**config.mk**
```make
export PLATFORM = sky130hd
export DESIGN_NAME = power_seq
export DESIGN_NICKNAME = d
export VERILOG_FILES = /design/src/rtl/power_pkg.sv /design/src/rtl/power_seq_sync.sv /design/src/rtl/power_seq.sv
export SDC_FILE = /design/constraint.sdc
export NUM_CORES = 1
export LEC_CHECK = 0
export CAP_MARGIN = 30
export CORE_MARGIN = 1
export CORE_UTILIZATION = 35
export DETAILED_ROUTE_END_ITERATION = 10
export MAX_ROUTING_LAYER = met4
export PLACE_DENSITY = 0.65
export SYNTH_ARGS = -nofsm -noshare
export SYNTH_HDL_FRONTEND = slang
export SYNTH_SLANG_ARGS = --single-unit
```
**constraint.sdc**
```tcl
create_clock -name clk -period 2.1 [get_ports clk]
set_input_delay 0.315 -clock clk [delete_from_list [all_inputs] [get_ports clk]]
set_output_delay 0.315 -clock clk [all_outputs]
set_load 0.05 [all_outputs]
```
**src/rtl/power_pkg.sv**
```systemverilog
// power_pkg: shared definitions for the rail sequencer.
//   PS_OFF..PS_FAULT : 3-bit state encodings
//   PS_MAX_RAILS     : largest supported NUM_RAILS
//   ps_state_t       : FSM state type built on the encodings above
//   ps_idx_width()   : width of a rail index, never less than 1 bit
package power_pkg;

  localparam int PS_MAX_RAILS = 8;

  localparam logic [2:0] PS_OFF   = 3'd0;
  localparam logic [2:0] PS_UP    = 3'd1;
  localparam logic [2:0] PS_ON    = 3'd2;
  localparam logic [2:0] PS_DOWN  = 3'd3;
  localparam logic [2:0] PS_FAULT = 3'd4;

  typedef enum logic [2:0] {
    ST_OFF   = PS_OFF,
    ST_UP    = PS_UP,
    ST_ON    = PS_ON,
    ST_DOWN  = PS_DOWN,
    ST_FAULT = PS_FAULT
  } ps_state_t;

  function automatic int ps_idx_width(input int n);
    return (n > 1) ? $clog2(n) : 1;
  endfunction

endpackage

```
**src/rtl/power_seq_sync.sv**
```systemverilog
// power_seq_sync: two-flop synchronizer for asynchronous level inputs.
//   clk   : destination clock
//   rst_n : asynchronous active-low reset, both stages clear to 0
//   d     : asynchronous input bus (bits are synchronized independently)
//   q     : synchronized output, two clk of latency
module power_seq_sync #(
  parameter int WIDTH = 1
) (
  input  logic             clk,
  input  logic             rst_n,
  input  logic [WIDTH-1:0] d,
  output logic [WIDTH-1:0] q
);

  logic [WIDTH-1:0] meta;

  always_ff @(posedge clk or negedge rst_n) begin
    if (!rst_n) begin
      meta <= '0;
      q    <= '0;
    end else begin
      meta <= d;
      q    <= meta;
    end
  end

endmodule

```
**src/rtl/power_seq.sv**
```systemverilog
// power_seq: ordered rail power-up / reverse power-down sequencer.
//   clk, rst_n : system clock, asynchronous active-low reset
//   ce_8hz     : one-cycle tick strobe used for timeouts and discharge delays
//   pwr_enable : power request level
//   pg         : asynchronous regulator power-good, bit i = rail i
//   fault_clr  : one-cycle pulse, clears a latched fault (FAULT state only)
//   rail_en    : regulator enables
//   pwr_good   : all rails up and stable
//   fault      : sticky fault flag
//   busy       : power-up or power-down sequence in progress
// Build option: POWER_SEQ_TIMEOUT_EN compiles in the power-good timeout in UP.
// Without it UP waits forever for power-good; a power-good loss in ON still
// latches a fault.
//
// state | meaning
// OFF   | all rails off, waiting for pwr_enable
// UP    | rail idx enabled, waiting for its power-good
// ON    | all rails up, watching for power-good loss or release
// DOWN  | rail idx just disabled, waiting out its discharge delay
// FAULT | all rails off, fault latched until fault_clr
module power_seq
  import power_pkg::*;
#(
  parameter int         NUM_RAILS  = 3,
  parameter logic [3:0] PG_TIMEOUT = 4'd10,
  parameter logic [2:0] OFF_DELAY  = 3'd2
) (
  input  logic                 clk,
  input  logic                 rst_n,
  input  logic                 ce_8hz,
  input  logic                 pwr_enable,
  input  logic [NUM_RAILS-1:0] pg,
  input  logic                 fault_clr,
  output logic [NUM_RAILS-1:0] rail_en,
  output logic                 pwr_good,
  output logic                 fault,
  output logic                 busy
);

  localparam int IW = ps_idx_width(NUM_RAILS);
  localparam int CW = ($bits(PG_TIMEOUT) > $bits(OFF_DELAY)) ? $bits(PG_TIMEOUT)
                                                             : $bits(OFF_DELAY);
  localparam logic [IW-1:0] LAST_IDX  = IW'(NUM_RAILS - 1);
  localparam logic [CW-1:0] OFF_DLY_C = CW'(OFF_DELAY);
`ifdef POWER_SEQ_TIMEOUT_EN
  localparam logic [CW-1:0] PG_TO_C   = CW'(PG_TIMEOUT);
`endif

  ps_state_t             state_q, state_d;
  logic [IW-1:0]         idx_q, idx_d, idx_inc, idx_dec;
  logic [CW-1:0]         cnt_q, cnt_d, cnt_inc;
  logic [NUM_RAILS-1:0]  rail_en_q, rail_en_d;
  logic                  fault_q, fault_d;
  logic [NUM_RAILS-1:0]  pgs;

  power_seq_sync #(.WIDTH(NUM_RAILS)) u_pg_sync (
    .clk   (clk),
    .rst_n (rst_n),
    .d     (pg),
    .q     (pgs)
  );

  assign idx_inc = idx_q + 1'b1;
  assign idx_dec = idx_q - 1'b1;
  // Saturating so a stalled counter never wraps back below its threshold.
  assign cnt_inc = (&cnt_q) ? cnt_q : cnt_q + 1'b1;

  always_ff @(posedge clk or negedge rst_n) begin
    if (!rst_n) begin
      state_q   <= ST_OFF;
      idx_q     <= '0;
      cnt_q     <= '0;
      rail_en_q <= '0;
      fault_q   <= 1'b0;
    end else begin
      state_q   <= state_d;
      idx_q     <= idx_d;
      cnt_q     <= cnt_d;
      rail_en_q <= rail_en_d;
      fault_q   <= fault_d;
    end
  end

  always_comb begin
    state_d   = state_q;
    idx_d     = idx_q;
    cnt_d     = cnt_q;
    rail_en_d = rail_en_q;
    fault_d   = fault_q;

    case (state_q)
      ST_OFF: begin
        rail_en_d = '0;
        if (pwr_enable && !fault_q) begin
          rail_en_d[0] = 1'b1;
          idx_d        = '0;
          cnt_d        = '0;
          state_d      = ST_UP;
        end
      end

      ST_UP: begin
        if (!pwr_enable) begin
          rail_en_d[idx_q] = 1'b0;
          cnt_d            = '0;
          state_d          = ST_DOWN;
        end else if (pgs[idx_q]) begin
          if (idx_q == LAST_IDX) begin
            state_d = ST_ON;
          end else begin
            idx_d              = idx_inc;
            rail_en_d[idx_inc] = 1'b1;
            cnt_d              = '0;
          end
        end
`ifdef POWER_SEQ_TIMEOUT_EN
        else if (ce_8hz) begin
          cnt_d = cnt_inc;
          if (cnt_inc >= PG_TO_C) begin
            fault_d          = 1'b1;
            rail_en_d[idx_q] = 1'b0;
            cnt_d            = '0;
            state_d          = ST_DOWN;
          end
        end
`endif
      end

      ST_ON: begin
        // Power-good loss wins over a simultaneous release request.
        if (|(rail_en_q & ~pgs)) begin
          fault_d             = 1'b1;
          idx_d               = LAST_IDX;
          rail_en_d[LAST_IDX] = 1'b0;
          cnt_d               = '0;
          state_d             = ST_DOWN;
        end else if (!pwr_enable) begin
          idx_d               = LAST_IDX;
          rail_en_d[LAST_IDX] = 1'b0;
          cnt_d               = '0;
          state_d             = ST_DOWN;
        end
      end

      ST_DOWN: begin
        if (ce_8hz) begin
          cnt_d = cnt_inc;
          if (cnt_inc >= OFF_DLY_C) begin
            cnt_d = '0;
            if (idx_q != '0) begin
              idx_d              = idx_dec;
              rail_en_d[idx_dec] = 1'b0;
            end else begin
              state_d = fault_q ? ST_FAULT : ST_OFF;
            end
          end
        end
      end

      ST_FAULT: begin
        rail_en_d = '0;
        if (fault_clr) begin
          fault_d = 1'b0;
          state_d = ST_OFF;
        end
      end

      default: begin
        rail_en_d = '0;
        state_d   = ST_OFF;
      end
    endcase
  end

  assign rail_en  = rail_en_q;
  assign fault    = fault_q;
  assign pwr_good = (state_q == ST_ON);
  assign busy     = (state_q == ST_UP) || (state_q == ST_DOWN);

endmodule

```
==> results of run 1 <==
[path summary, 6_finish.rpt]
check / start / endpoint / slack [ns] / cells after the start
setup / recovery: idx_q[0] / idx_q[1] / 0.02 / 5
hold / removal: rst_n / fault / 0.34 / 2
setup reg to reg: idx_q[0] / idx_q[1] / 0.02 / 5
hold reg to reg: u_pg_sync.meta[0] / u_pg_sync.q[0] / 0.36 / 0
max in group asynchronous: rst_n / idx_q[0] / 1.55 / 2
min in group clk: u_pg_sync.meta[0] / u_pg_sync.q[0] / 0.36 / 0
[layout by cell type, fill, tap and decap left out, types with 2 or more instances in the layout]
cell | Yosys | routed
nand2_1 | 5 | 5
buf_12 | 0 | 2
nor3_1 | 2 | 2
nand3b_1 | 4 | 4
clkdlybuf4s50_1 | 0 | 11
clkbuf_4 | 0 | 3
mux2i_1 | 6 | 6
nor2_1 | 9 | 9
nand2b_1 | 6 | 6
buf_4 | 0 | 20
nor2b_1 | 5 | 4
nand3_1 | 3 | 3
a21oi_1 | 5 | 5
nor4_2 | 2 | 2
inv_1 | 9 | 8
ha_1 | 6 | 5
o21ai_0 | 3 | 3
dfrtp_1 | 19 | 19
[cell families after synthesis]
kind of cell    after synthesis  synth area share
compound gates               26             0.172
xor+xnor                      1           0.00757
fa+ha+maj                     6            0.0649
flops                        19             0.411
simple gates                 41             0.206
mux                           9            0.0843
buf+inv                      14            0.0541
[what timing repair did]
item / 4_1_cts / 5_1_grt
gates resized for setup: 0 / 4
setup endpoints to repair: 0 / 3
setup buffers: 0 / 1
[stage by stage]
step / worst slack [ns] / TNS [ns] / cells / hold WS (ns) / area, sq um
2_1_floorplan: 0.0255 / 0 / 116 / 0.0194 / 1170
3_3_place_gp: -0.0573 / -0.0626 / 187 / 0.333 / 1490
3_5_place_dp: -0.0628 / -0.105 / 187 / 0.338 / 1490
4_1_cts: 0.0244 / 0 / 191 / 0.352 / 1510
5_1_grt: -0.0309 / -0.0309 / 192 / 0.355 / 1530
6_report: 0.0225 / 0 / 192 / 0.340 / 1530
[report_power, final]
| group | switching [uW] | internal (uW) |
|---|---|---|
| Clock | 115 | 74.0 |
| Sequential | 94.4 | 453 |
| Combinational | 834 | 811 |
[routing by layer]
metal | global-route usage | vias to the layer above
met4 | 0.0631 | 0
met3 | 0.0306 | 4
li1 | - | 477
met5 | - | -
met1 | 0.223 | 481
met2 | 0.283 | 28
[synth_stat cells]
master / n / area (sq um)
mux2_1: 1 / 11.3
clkbuf_1: 2 / 7.51
nand2b_1: 6 / 37.5
a41oi_1: 1 / 8.76
xnor2_1: 1 / 8.76
o21ai_0: 3 / 15.0
inv_1: 9 / 33.8
a22oi_1: 1 / 7.51
a311oi_1: 1 / 8.76
a32o_1: 1 / 10.0
mux2_4: 1 / 15.0
buf_6: 1 / 11.3
o21a_1: 1 / 7.51
mux2i_1: 6 / 60.1
mux2_2: 1 / 11.3
a21oi_1: 5 / 25.0
o2bb2ai_1: 1 / 8.76
dfrtp_1: 19 / 475
o31ai_1: 1 / 7.51
o211a_1: 1 / 10.0
a211o_1: 1 / 8.76
nor4_2: 2 / 25.0
o21ba_2: 1 / 10.0
buf_2: 2 / 10.0
nor3_1: 2 / 10.0
nor2b_1: 5 / 31.3
or4_1: 1 / 7.51
a2111oi_2: 1 / 15.0
and4_1: 1 / 8.76
a21boi_0: 1 / 7.51
nand3_1: 3 / 15.0
a211oi_1: 2 / 15.0
a21o_1: 1 / 7.51
and3_1: 1 / 6.26
nor2_1: 9 / 33.8
ha_1: 6 / 75.1
nand3b_1: 4 / 30.0
a221o_1: 1 / 10.0
a2bb2oi_1: 1 / 8.76
o21bai_1: 1 / 7.51
nand2_1: 5 / 18.8
nor3b_1: 2 / 15.0
[cell type report]
class	instances	area (sq um)	share of cell area
well taps	44	55.1	0.0359
inverters	9	33.8	0.0221
flip-flops and latches	19	475	0.310
repair buffers	33	300	0.196
multi-input cells	83	641	0.418
clock buffers	4	26.3	0.0172
[flip-flops by register name, indices dropped and copies added (netlist names)]
signal	flops
u_pg_sync.q	3
u_pg_sync.meta	3
fault	1
state_q	3
rail_en	3
idx_q	2
cnt_q	4
[worst reg2reg max path: stages (launching register included)]
cell and delay, ns:
dfrtp_1 0.46, mux2i_1 0.16, o211a_1 0.26, or4_1 0.51, a211o_1 0.28, mux2_4 0.30
==> results_dict.tcl, run 1 <==
set metrics [dict create \
    status "finished, final reports clean" \
    drc 0 \
    vias_per_cell 5.16 \
    antenna_cells 0 \
    slowest_delay_ns 0.51 \
    drv_slew 0 \
    antenna_found_initial 0 \
    avgSynthCellArea_sq_um 9.98 \
    wl_met1_um 1200 \
    worstPathArrival_ns 2.27 \
    grt_max_degree 20 \
    dr_wl_met2_um 1330 \
    holdBufCountCts 0 \
    fmax_mhz 481 \
    cts_tree "done" \
    die_area_sq_mm 0.00354 \
    synth.distinct_cells 42 \
    cap_viol_max_count 0 \
    hp-class "input port to asynchronous set/reset pin" \
    dieWidth_um 59.5 \
    placement.io_buffers 13 \
    area_growth_pct 32.3 \
    grt_pass1_wl_um 4500 \
    fin_crit_sh 0.989 \
    grt_pass1_vias 975 \
    cts_max_level 1 \
    setup_viol 0 \
    antenna_left 0 \
    core_sq_mm 0.00310 \
    die_h_um 59.5 \
    utilization 0.494 \
    crit_family "compound AO/OA/AOI/OAI gates" \
    slowest_stage "or4_1" \
    grt_overflow_total 0 \
    worst_pin_slew_ns 0.492 \
    cts_sinks 19 \
    place.gp.congestion 0.942 \
    finClkSkew_ns 0.00352 \
    power_density_mw_per_mm2 1550 \
    synth_area_sq_mm 0.00116 \
    grt_usage 0.176 \
    routed_wl_um 2680 \
    power.total_uw 2380 \
    critPathKind "register to register" \
    ys_seq_area_frac 0.411 \
    netlist_instances 116 \
    fill_cells 321 \
    ys_warn_count 0 \
    fin_nets 163 \
    root_buffer "clkbuf_4" \
    wire_per_inst_um 13.9 \
    worst-endpoint-required_ns 2.29 \
    io-pin-count 14 \
    slew_headroom 0.671 \
    dr.pass1.iters 4 \
    clockBufferDepth 2 \
    synth_fp_nets 130 \
    leakage_uw 0.000698 \
    ys_seq_elements 19 \
    wl_met3_um 130 \
    dp_hpwl_um 2050 \
    drtIter0Drc 44 \
    path_cells "mux2i_1 > o211a_1 > or4_1 > a211o_1 > mux2_4" \
    drive_gt1_frac 0.243 \
    critPathLaunchType "register" \
    crit_path_max_fanout 5 \
    worstSkewPairLatency_ns 0.30 \
    clk_pin_slew_ns 0.11 \
    hold_violations 0 \
    period_minus_slack_ns 2.08 \
    cts_buffers 3 \
    end_kind "register" \
    num_rows 20 \
    path_buf_inv 0 \
    vias 990 \
    highest_layer "met4" \
    ir_drop_mv 0.794 \
    initial_core_util 0.373 \
]
(Power assumes the default switching activity.)
==> run 2: changes to the inputs <==
--- a/config.mk
+++ b/config.mk
@@ -9,7 +9,6 @@
 export CORE_MARGIN = 1
 export CORE_UTILIZATION = 35
 export DETAILED_ROUTE_END_ITERATION = 10
-export MAX_ROUTING_LAYER = met4
 export PLACE_DENSITY = 0.65
 export SYNTH_ARGS = -nofsm -noshare
 export SYNTH_HDL_FRONTEND = slang
==> results_dict.tcl, run 2 (synthesis results as in run 1) <==
set metrics [dict create \
    status "finished, final reports clean" \
    die_h_um 59.5 \
    die_area_sq_mm 0.00354 \
    fin_nets 163 \
    leakage_uw 0.000701 \
    crit_path_max_fanout 4 \
    final_cell_mix "20 x buf_4, 19 x dfrtp_1, 11 x clkdlybuf4s50_1, 9 x inv_1, 9 x nor2_1" \
    clk_pin_slew_ns 0.12 \
    grt_pass1_wl_um 4600 \
    final_common_cell "buf_4" \
    placed_area_sq_mm 0.00149 \
    antenna_left 0 \
    wire_per_inst_um 13.9 \
    dp_hpwl_um 2030 \
    area_growth_pct 32.4 \
    setup_viol 0 \
    drtIter0Drc 26 \
    p_int_uw 1330 \
    vias_per_cell 5.01 \
    cts_sinks 19 \
    core_sq_mm 0.00310 \
    largest-register "cnt_q" \
    period_minus_slack_ns 2.03 \
    io-pin-count 14 \
    ff_latch_area_sq_um 475 \
    post-place-ws_ns -0.0806 \
    grt_usage 0.176 \
    antenna_found_initial 0 \
    fmax_mhz 493 \
    p_comb_frac 0.691 \
    placement.io_buffers 13 \
    worst_pin_slew_ns 0.494 \
    critPathLaunchType "register" \
    place.gp.congestion 0.926 \
    root_buffer "clkbuf_4" \
    rsz0062_at_grt "true" \
    timing.hold.ws_ns 0.321 \
    path_cells "mux2i_1 > o211a_1 > or4_1 > a211o_1 > mux2_4" \
    cap_viol_max_count 0 \
    worst-endpoint-required_ns 2.30 \
    cts_tree "done" \
    worstSkewPairLatency_ns 0.31 \
    largest_reg_flops 4 \
    fill_cells 312 \
    drc 0 \
    power.switching_fraction 0.442 \
    worstPathArrival_ns 2.23 \
    rrSetupSlack_ns 0.07 \
    vias 962 \
    p_seq_frac 0.226 \
    cts_buffers 3 \
    clockBufferDepth 2 \
    p_clk_frac 0.083 \
    slowest_delay_ns 0.51 \
    tns_ns 0 \
    slowest_stage "or4_1" \
    antenna_cells 0 \
    drv_slew 0 \
    dieWidth_um 59.5 \
    drive_gt1_frac 0.243 \
    fin_crit_sh 0.967 \
    slew_headroom 0.670 \
    routed_wl_um 2660 \
    multi_input_area_sq_um 641 \
    cts_max_level 1 \
    switchingPower_uw 1060 \
    postLayoutCellArea_sq_mm 0.00153 \
    dr.pass1.iters 6 \
    finClkSkew_ns 0.00145 \
    grt_max_degree 20 \
    grt_pass1_vias 982 \
    end_kind "register" \
    ir_drop_mv 0.841 \
    critPathKind "register to register" \
    setup_ws_ns 0.0697 \
    power_density_mw_per_mm2 1560 \
    hold_violations 0 \
    num_rows 20 \
    grt_overflow_total 0 \
    hp-class "input port to asynchronous set/reset pin" \
    initial_core_util 0.373 \
]
-- run 2: cell types whose count changed in the layout (fill, tap and decap cells not counted) --
cell and change:
inv_1 +1, clkinv_2 +1, clkbuf_1 -1, inv_2 -1
-- run 2: power by group through the flow --
stage,Sequential [uW],Clock (uW),Combinational (uW)
after floorplan,631,0,921
after global placement,546,0,1580
after detailed placement,549,0,1610
after CTS,539,201,1630
after global routing,558,220,1780
final,540,198,1650
-- run 2: through the flow --
stage,power [uW],util,cells
after floorplan,1550,-,116
after CTS,2370,0.491,192
final,2390,0.494,192
after detailed placement,2150,0.479,187
after global placement,2130,0.479,187
after global routing,2560,0.494,192
-- run 2: cell type report --
class                   count  area share
inverters                   9      0.0220
well taps                  44      0.0359
clock buffers               3      0.0147
repair buffers             33       0.196
clock inverters             1     0.00327
flip-flops and latches     19       0.310
multi-input cells          83       0.418
-- run 2: worst max-delay path: cells and delay by family, from the launching register on --
| kind | cells | cell delay, ns |
|---|---|---|
| AO/OA/AOI/OAI | 2 | 0.53 |
| AND/OR/NAND/NOR | 1 | 0.51 |
| multiplexers | 2 | 0.44 |
| flip-flops | 1 | 0.44 |
-- run 2: timing repair --
action                     4_1_cts  5_1_grt
setup endpoints to repair        1        3
buffers inserted                 1        0
gates cloned                     0        0
pin swaps                        0        1
hold buffers                     0        0
gates resized for setup          0        3
-- run 2: final timing paths --
kind                            cells past startpoint             end              start
worst max-delay path                                5        idx_q[1]           idx_q[0]
worst min-delay path                                2      state_q[0]              rst_n
worst max register to register                      5        idx_q[1]           idx_q[0]
worst min register to register                      0  u_pg_sync.q[1]  u_pg_sync.meta[1]
max in group asynchronous                           2        idx_q[0]              rst_n
min in group clk                                    0  u_pg_sync.q[1]  u_pg_sync.meta[1]
-- run 2: per-layer routing --
layer / global-route usage / share of wire / up-vias / routed length, um
met3: 0.0349 / 0.036 / 4 / 96
met2: 0.291 / 0.47 / 19 / 1250
met5: 0 / 0 / - / 0
met1: 0.234 / 0.48 / 460 / 1290
met4: 0.0498 / 0.0086 / 0 / 23
li1: - / - / 479 / -
==> run 3: changes to the inputs <==
--- a/config.mk
+++ b/config.mk
@@ -7,7 +7,7 @@
 export LEC_CHECK = 0
 export CAP_MARGIN = 30
 export CORE_MARGIN = 1
-export CORE_UTILIZATION = 35
+export CORE_UTILIZATION = 36
 export DETAILED_ROUTE_END_ITERATION = 10
 export PLACE_DENSITY = 0.65
 export SYNTH_ARGS = -nofsm -noshare
==> results_dict.tcl, run 3 (synthesis results as in run 1) <==
set metrics [dict create \
    final_cell_mix "20 x buf_4, 18 x dfrtp_1, 11 x clkdlybuf4s50_1, 9 x inv_1, 9 x nor2_1" \
    fmax_mhz 489 \
    grt_max_degree 20 \
    fin_crit_sh 0.974 \
    dp_hpwl_um 1960 \
    worstPathArrival_ns 2.24 \
    cp-endpoint "idx_q[1]" \
    fin_nets 163 \
    final_cells 192 \
    dr.pass1.iters 4 \
    drc 0 \
    setup_viol 0 \
    num_rows 20 \
    tns_ns 0 \
    clockBufferDepth 2 \
    finClkSkew_ns 0.0205 \
    antenna_left 0 \
    grt_pass1_wl_um 4560 \
    p_seq_frac 0.232 \
    cts_max_level 1 \
    cap_viol_max_count 0 \
    worstSkewPairLatency_ns 0.31 \
    worst_pin_slew_ns 0.505 \
    rsz0062_at_grt "true" \
    clk_pin_slew_ns 0.13 \
    dieWidth_um 58.7 \
    worst-endpoint-required_ns 2.29 \
    grt_pass1_vias 991 \
    drtIter0Drc 40 \
    cts_sinks 19 \
    final_common_cell "buf_4" \
    dp_cells 187 \
    largest_reg_flops 4 \
    die_area_sq_mm 0.00345 \
    p_comb_frac 0.684 \
    p_clk_frac 0.084 \
    routed_wl_um 2600 \
    cts_buffers 3 \
    die_h_um 58.7 \
    r2r-start "idx_q[0]" \
    antenna_found_initial 0 \
    hp-class "input port to asynchronous set/reset pin" \
    switchingPower_uw 1050 \
    cts_tree "done" \
    end_kind "register" \
    io-pin-count 14 \
    grt_usage 0.178 \
    hold_violations 0 \
    status "finished, final reports clean" \
    critPathKind "register to register" \
    timing.hold.ws_ns 0.314 \
    critPathLaunchType "register" \
    vias_per_cell 5.16 \
    ir_drop_mv 0.804 \
    antenna_cells 0 \
    leakage_uw 0.000699 \
    root_buffer "clkbuf_4" \
    rrSetupSlack_ns 0.06 \
    largest-register "cnt_q" \
    holdBufCountCts 0 \
    place.gp.congestion 0.932 \
    period_minus_slack_ns 2.04 \
    power.switching_fraction 0.440 \
    core_sq_mm 0.00305 \
    drv_slew 0 \
    r2r-end "idx_q[1]" \
    vias 991 \
    area_growth_pct 33.3 \
    slew_headroom 0.662 \
    reg2regPathDepth 5 \
    drive_gt1_frac 0.264 \
    grt_overflow_total 0 \
    crit_path_max_fanout 5 \
    worstSetupStartpoint "idx_q[0]" \
    power_density_mw_per_mm2 1550 \
    wire_per_inst_um 13.6 \
    placement.io_buffers 13 \
    initial_core_util 0.379 \
    p_int_uw 1340 \
]
[run 3: layout make-up]
| class | instances | area (sq um) |
|---|---|---|
| Fill cell | 299 | 1510 |
| Multi-Input combinational cell | 83 | 647 |
| Sequential cell | 19 | 477 |
| Timing Repair Buffer | 33 | 300 |
| Tap cell | 44 | 55.1 |
| Inverter | 9 | 33.8 |
| Clock buffer | 3 | 22.5 |
| Clock inverter | 1 | 7.51 |
[run 3: critical path: stages, from the launching register on]
cell and delay [ns]:
dfrtp_2 0.45, mux2i_1 0.12, o211a_1 0.25, or4_4 0.52, a211o_1 0.28, mux2_4 0.31
[run 3: worst min-delay path by stage]
stage / startpoint / endpoint / slack, ns / depth (start not counted)
6_report: rst_n / state_q[2] / 0.31 / 2
3_5_place_dp: u_pg_sync.meta[2] / u_pg_sync.q[2] / 0.34 / 0
2_1_floorplan: rst_n / cnt_q[0] / 0.02 / 0
4_1_cts: rst_n / state_q[0] / 0.31 / 2
5_1_grt: rst_n / state_q[0] / 0.33 / 2
3_3_place_gp: u_pg_sync.meta[0] / u_pg_sync.q[0] / 0.33 / 0
[run 3: power by group through the flow]
stage	Combinational [uW]	Sequential (uW)	Clock, uW
after detailed placement	1560	564	0
final	1630	553	201
after global routing	1770	574	226
after floorplan	921	631	0
after global placement	1550	558	0
after CTS	1590	555	212
[run 3: through the flow]
stage          cell area, sq um  utilization  power, uW  worst slack [ns]
6_report                   1540        0.505       2390            0.0551
5_1_grt                    1540        0.505       2570          -0.00888
2_1_floorplan              1170            -       1550            0.0255
3_3_place_gp               1490        0.487       2110           -0.0598
4_1_cts                    1530        0.500       2350            0.0346
3_5_place_dp               1490        0.487       2120            -0.101
[run 3: layer usage]
| layer | wire, um | GRT usage | vias up |
|---|---|---|---|
| met4 | 34 | 0.0816 | 0 |
| met2 | 1230 | 0.286 | 25 |
| met3 | 97 | 0.0286 | 4 |
| li1 | - | - | 480 |
| met1 | 1240 | 0.235 | 482 |
| met5 | 0 | 0 | - |
[run 3: timing repair]
action                     in CTS  in global routing
setup endpoints to repair       1                  4
pin swaps                       1                  0
resized for setup               0                  6
setup buffers                   1                  0
